--- src/rtl/fetch_sequencer.sv ---
// Instruction fetch sequencer: reads a 16-bit instruction as two bytes into the IR,
// bumping the PC after each byte. Define FETCH_WAIT_STATE_EN for address-settle cycles.
module fetch_sequencer #(
   parameter logic [1:0] PC_SEL    = 2'b00,
   parameter logic [2:0] PC_REGSEL = 3'b100
) (
   input  logic        Clock,
   input  logic        Reset,
   input  logic        Start,
   input  logic [15:0] IROut,
   input  logic        InstrReady,
   output logic        Mem_CS,
   output logic        Mem_WR,
   output logic        IR_LH,
   output logic        IR_Write,
   output logic [2:0]  ARF_RegSel,
   output logic [1:0]  ARF_FunSel,
   output logic [1:0]  ARF_OutDSel,
   output logic [15:0] Instr,
   output logic        InstrValid,
   output logic        Busy,
   output logic [15:0] FetchCount
);

`ifdef FETCH_WAIT_STATE_EN
   typedef enum logic [2:0] {
      IDLE    = 3'd0,
      FETCH_L = 3'd1,
      FETCH_H = 3'd2,
      VALID   = 3'd3,
      WAIT_L  = 3'd4,
      WAIT_H  = 3'd5
   } state_t;
   localparam state_t LOW_ENTRY  = WAIT_L;
   localparam state_t HIGH_ENTRY = WAIT_H;
`else
   typedef enum logic [1:0] {
      IDLE    = 2'd0,
      FETCH_L = 2'd1,
      FETCH_H = 2'd2,
      VALID   = 2'd3
   } state_t;
   localparam state_t LOW_ENTRY  = FETCH_L;
   localparam state_t HIGH_ENTRY = FETCH_H;
`endif

   localparam logic [2:0]  REGSEL_NONE = 3'b000;
   localparam logic [1:0]  FUN_HOLD    = 2'b00;
   localparam logic [1:0]  FUN_INC     = 2'b01;
   localparam logic [15:0] COUNT_MAX   = 16'hFFFF;

   state_t      state_q, state_d;
   logic [15:0] fetchCount_q, fetchCount_d;
   logic        memCs_q, memCs_d;
   logic        irLh_q, irLh_d;
   logic        irWrite_q, irWrite_d;
   logic [2:0]  arfRegSel_q, arfRegSel_d;
   logic [1:0]  arfFunSel_q, arfFunSel_d;
   logic        instrValid_q, instrValid_d;
   logic        busy_q, busy_d;

   // Next state and handshake counter; Start is only looked at in IDLE and on handshake.
   always_comb begin
      state_d      = state_q;
      fetchCount_d = fetchCount_q;
      case (state_q)
         IDLE: begin
            if (Start) begin
               state_d = LOW_ENTRY;
            end
         end
`ifdef FETCH_WAIT_STATE_EN
         WAIT_L: begin
            state_d = FETCH_L;
         end
         WAIT_H: begin
            state_d = FETCH_H;
         end
`endif
         FETCH_L: begin
            state_d = HIGH_ENTRY;
         end
         FETCH_H: begin
            state_d = VALID;
         end
         VALID: begin
            if (InstrReady) begin
               state_d = Start ? LOW_ENTRY : IDLE;
               if (fetchCount_q != COUNT_MAX) begin
                  fetchCount_d = fetchCount_q + 16'd1;
               end
            end
         end
         default: begin
            state_d = IDLE;
         end
      endcase
   end

   // Outputs are decoded from the upcoming state so they leave the flops in step with it.
   always_comb begin
      memCs_d      = 1'b1;
      irLh_d       = 1'b0;
      irWrite_d    = 1'b0;
      arfRegSel_d  = REGSEL_NONE;
      arfFunSel_d  = FUN_HOLD;
      instrValid_d = 1'b0;
      busy_d       = (state_d != IDLE);
      case (state_d)
         FETCH_L: begin
            memCs_d     = 1'b0;
            irWrite_d   = 1'b1;
            arfRegSel_d = PC_REGSEL;
            arfFunSel_d = FUN_INC;
         end
         FETCH_H: begin
            memCs_d     = 1'b0;
            irLh_d      = 1'b1;
            irWrite_d   = 1'b1;
            arfRegSel_d = PC_REGSEL;
            arfFunSel_d = FUN_INC;
         end
`ifdef FETCH_WAIT_STATE_EN
         WAIT_L: begin
            memCs_d = 1'b0;
         end
         WAIT_H: begin
            memCs_d = 1'b0;
            irLh_d  = 1'b1;
         end
`endif
         VALID: begin
            instrValid_d = 1'b1;
         end
         default: begin
            memCs_d = 1'b1;
         end
      endcase
   end

   // Reset forces IDLE outputs straight out of the flops, so no increment or IR write follows it.
   always_ff @(posedge Clock) begin
      if (!Reset) begin
         state_q      <= IDLE;
         fetchCount_q <= 16'h0000;
         memCs_q      <= 1'b1;
         irLh_q       <= 1'b0;
         irWrite_q    <= 1'b0;
         arfRegSel_q  <= REGSEL_NONE;
         arfFunSel_q  <= FUN_HOLD;
         instrValid_q <= 1'b0;
         busy_q       <= 1'b0;
      end else begin
         state_q      <= state_d;
         fetchCount_q <= fetchCount_d;
         memCs_q      <= memCs_d;
         irLh_q       <= irLh_d;
         irWrite_q    <= irWrite_d;
         arfRegSel_q  <= arfRegSel_d;
         arfFunSel_q  <= arfFunSel_d;
         instrValid_q <= instrValid_d;
         busy_q       <= busy_d;
      end
   end

   assign Mem_CS      = memCs_q;
   assign Mem_WR      = 1'b0;
   assign IR_LH       = irLh_q;
   assign IR_Write    = irWrite_q;
   assign ARF_RegSel  = arfRegSel_q;
   assign ARF_FunSel  = arfFunSel_q;
   assign ARF_OutDSel = PC_SEL;
   assign InstrValid  = instrValid_q;
   assign Busy        = busy_q;
   assign FetchCount  = fetchCount_q;
   // The IR is written on the edge entering VALID, so the instruction is passed through live.
   assign Instr       = instrValid_q ? IROut : 16'h0000;

endmodule

--- config.mk ---
export PLATFORM = sky130hd
export DESIGN_NAME = fetch_sequencer
export DESIGN_NICKNAME = d
export VERILOG_FILES = /design/src/rtl/fetch_sequencer.sv
export SDC_FILE = /design/constraint.sdc
export NUM_CORES = 1
export LEC_CHECK = 0
export ABC_AREA = 1
export CORE_MARGIN = 4
export CORE_UTILIZATION = 42
export CTS_CLUSTER_SIZE = 16
export DETAILED_ROUTE_END_ITERATION = 6
export HOLD_SLACK_MARGIN = 0.12
export PLACE_DENSITY = 0.8
export SLEW_MARGIN = 20
export SYNTH_ARGS = -nofsm -noshare
export SYNTH_HDL_FRONTEND = slang
export SYNTH_SLANG_ARGS = --single-unit
--- constraint.sdc ---
create_clock -name Clock -period 1.75 [get_ports Clock]
set_input_delay 0.35 -clock Clock [delete_from_list [all_inputs] [get_ports Clock]]
set_output_delay 0.35 -clock Clock [all_outputs]
set_load 0.05 [all_outputs]
; ---- Word-level counts from Yosys, hierarchy flattened
; Cells that the tools add are included.
[classes]
add_sub_neg = 1
eq_ne = 7
mux = 11
n_reduce_logical = 4
[ops]
columns = op, count
row1 = "adder 16 x 1 -> 16 bit, second input constant", 1
row2 = two-way mux 16 bit, 1
row3 = "!= test 16 bit, second input constant", 1
row4 = "== test 2 bit, second input constant", 4
row5 = one-hot mux 2 bit (4 select lines), 1
row6 = two-way mux 1 bit, 6
row7 = "== test 2 x 1 -> 1 bit, second input constant", 2
row8 = two-way mux 2 bit, 2
row9 = two-way mux 3 bit, 1
row10 = AND reduction 3 bit, 1
row11 = zero test 2 bit, 1
row12 = nonzero test 2 bit, 1
row13 = OR reduction 2 bit, 1
[word_totals]
reg_bits = 28
in_bits = 20
output_inout_bits = 45

; ---- Longest topological paths before layout
[depth]
word_depth = 6
ltp_mapped = 10
ltp_nobuf = 10

; ---- Worst setup path after synthesis
; OpenSTA, ideal clock, no wires.
[synth_path]
kind = register to output
startpoint = register instrValid_q, in the netlist InstrValid
endpoint = output Instr[10]
arrival_ns = 1.532
required_time_ns = 1.400
path_slack_ns = -0.132
stages_incl_launch_ff = 5
n_path_buf = 2
cell_sequence = dfxtp_1 -> clkbuf_1 -> clkbuf_1 -> nand2_1 -> inv_1
[synth_between]
elab_chain_cells = 1
[synth_rtl]
columns = element, line
row1 = start: declaration, 59  ; logic instrValid_q, instrValid_d;
row2 = start signal: assignment, 161  ; instrValid_q <= instrValid_d;
row3 = two-way mux 16 bit, 177  ; assign Instr = instrValid_q ? IROut : 16'h0000;
row4 = end: declaration, 19  ; output logic [15:0] Instr,
; No other way between the ends.

; ---- Final worst setup path
[layout_path]
startpoint = register instrValid_q, in the netlist InstrValid
endpoint = output Instr[15]
; Same word-level chain as after synthesis.

==> impl_metrics.tcl <==
set metrics [dict create \
    status "complete, no violations" \
    cp_top_family "flip-flops" \
    end_kind "output port" \
    synthSimpleGateAreaFrac_pct 42.49 \
    grt_max_degree 20 \
    track_usage_pct 15.70 \
    synth-edff-count 0 \
    leakagePower_nw 1.166 \
    cts.clk_slew.worst_paths_ns 0.14 \
    synth_compound_area_share_pct 2.884 \
    synth_xor_area_share_pct 1.187 \
    cts-root-buf "clkbuf_4" \
    detail-route-antenna-nets 0 \
    yosys-top-cells-count "62 x nand2_1, 48 x inv_1, 38 x nor2_1, 23 x dfxtp_1, 15 x nand3_1" \
    synth_top_area_share_pct 31.21 \
    start_kind "register" \
    min_path_type "reg -> reg" \
    grt_overflow 0 \
    synth_top_family_by_area "simple AND/OR/NAND/NOR gates" \
    finalPower_mw 1.231 \
    start_util_pct 43.86 \
    synth-main-ff-cell "dfxtp_1" \
    row_count 21 \
    tritoncts "done" \
    slowest_stage "dfxtp_2" \
    gp_congestion 0.7990 \
    vias 1510 \
    ir_drop_mv 0.6004 \
    drv_cap 0 \
    seq_area_um2 464.2 \
    async_reset_ff_share_pct 0 \
    finalNetCount 318 \
    synth-seq-cells 23 \
    synthAdderAreaFrac_pct 2.545 \
    wl_per_cell_um 10.44 \
    h-tree-depth 1 \
    area.growth.synth_to_final_pct 51.91 \
    hpwl_mm 2.857 \
    pre_cts_ws_ns 0.03917 \
    drt_wl_total_mm 3.551 \
    dieArea_mm2 0.004525 \
    die_w_um 67.27 \
    die_h_um 67.27 \
    multi_input_area_um2 747.0 \
    antenna_cells 0 \
    synth.avg_cell_area_um2 6.251 \
    clockBufferDepth 2 \
    first_global_vias 1304 \
    fin_crit_sh_pct 89.78 \
    port_buffers 58 \
    netlist_top_cells_area "dfxtp_1 31%, nand2_1 16%, inv_1 12%" \
    drt_iter0_markers 58 \
    fin_worst_skew_ns 0.01172 \
    cts_inserted_buffers 3 \
    syn_area_mm2 0.001475 \
    worst_slack_ns 0.1788 \
    fill_cells 304 \
    rsz0062_at_grt "no" \
    slowest_delay_ns 0.55 \
    cts.repair.resized 0 \
    route.detailed.drc 0 \
    viasPerCell 4.441 \
    worst-setup-path-type "reg -> out" \
    cts_setup_buffers 0 \
    cts_sinks 23 \
    synthMuxAreaShare_pct 0 \
    slew_violations 0 \
    tns_ns 0 \
    synth_cells 236 \
    path_max_fanout 17 \
    cp.required_ns 1.40 \
    clk_latency_ns 0.32 \
    hold_viol_final 0 \
    arrival_ns 1.22 \
    path_buf_inv 2 \
    layout-drive-gt1-share_pct 25.17 \
    fmax_mhz 636.5 \
    drt_pre_antenna_iters 6 \
    ys_types 23 \
    ios 65 \
    setup_viol 0 \
    grt_pass1_wl_mm 5.554 \
    post-route-min-period_ns 1.571 \
    yosys_warnings 0 \
    yosysSeqAreaShare_pct 31.21 \
    powerDensity_mw_per_mm2 549.5 \
    synth.largest_area_cell "dfxtp_1" \
    synth_most_common_cell "nand2_1" \
    core-area_mm2 0.003363 \
    crit_chain "nand2_1 -> inv_1 -> buf_12" \
    cts-hold-fix-buffers 0 \
    grt_antenna_before_repair 0 \
]
==> stage by stage <==
step / area, µm² / utilization (%) / hold slack, ns / cells
floorplan: 1498 / - / 0.5101 / 241
global placement: 2211 / 65.74 / 0.5252 / 336
detailed placement: 2211 / 65.74 / 0.5245 / 336
CTS: 2241 / 66.63 / 0.5462 / 340
global route: 2241 / 66.63 / 0.5679 / 340
finish: 2241 / 66.63 / 0.5444 / 340
==> placed cells by master (no fill, tap or decap) <==
| cell type | count |
|---|---|
| dfxtp_2 | 3 |
| dfxtp_1 | 20 |
| nor2_2 | 4 |
| clkbuf_4 | 3 |
| nand2_2 | 7 |
| nand2_1 | 62 |
| a21oi_2 | 2 |
| o21ai_0 | 1 |
| clkinvlp_4 | 1 |
| conb_1 | 6 |
| xor2_1 | 2 |
| nand3_2 | 5 |
| nor3_1 | 1 |
| nand3_1 | 15 |
| buf_12 | 19 |
| nor2_4 | 4 |
| inv_1 | 48 |
| inv_2 | 1 |
| ha_1 | 3 |
| a21oi_1 | 4 |
| nand3b_1 | 1 |
| clkdlybuf4s50_1 | 19 |
| nor2_1 | 38 |
| buf_4 | 25 |
==> logic make-up after synthesis <==
logic type	after synthesis
and+or+nand+nor	137
other	1
xor gates and xnor gates	2
adders and majority gates	3
buffers and inverters	63
AOI/OAI and AO/OA	7
DFF	23
==> worst min-delay path: stages, from the launching register on <==
cell and delay (ns):
dfxtp_2 0.36, inv_1 0.05, nand2_1 0.04, nand2_1 0.05
nor2_1 0.03
==> power by group <==
part | switching [mW] | internal [mW] | leakage, nW
clock network | 0.173 | 0.0872 | 0.0139
registers | 0.0191 | 0.545 | 0.188
logic | 0.249 | 0.158 | 0.963
total | 0.441 | 0.790 | 1.17
==> flip-flops by register name, summed over array words and instances, names as in the netlist <==
| name | count |
|---|---|
| InstrValid | 1 |
| Busy | 1 |
| FetchCount | 16 |
| IR_LH | 1 |
| ARF_RegSel | 1 |
| state_q | 2 |
| Mem_CS | 1 |
==> metal layers <==
layer  vias to the layer above  GRT usage, %  share of wire, %
met1                       674         19.32                42
met4                         0         1.772              0.31
met5                         -             0                 0
met3                         2         4.659               5.9
li1                        791             -                 -
met2                        43         27.73                52
==> final cells by class <==
class,count,area share [%]
clock inverter,1,0.3350
tap,46,2.568
sequential,23,20.71
inverter,49,8.208
timing repair buffer,63,33.84
clock buffer,3,1.005
multi-input combinational,155,33.33
==> final timing paths <==
path	start	to	slack (ns)	cells past startpoint
max	InstrValid	Instr[15]	0.18	3
min	FetchCount[1]	FetchCount[1]	0.54	4
max reg2reg	FetchCount[0]	FetchCount[9]	0.21	9
min reg2reg	FetchCount[1]	FetchCount[1]	0.54	4
Power figures use the tool's default switching activity.
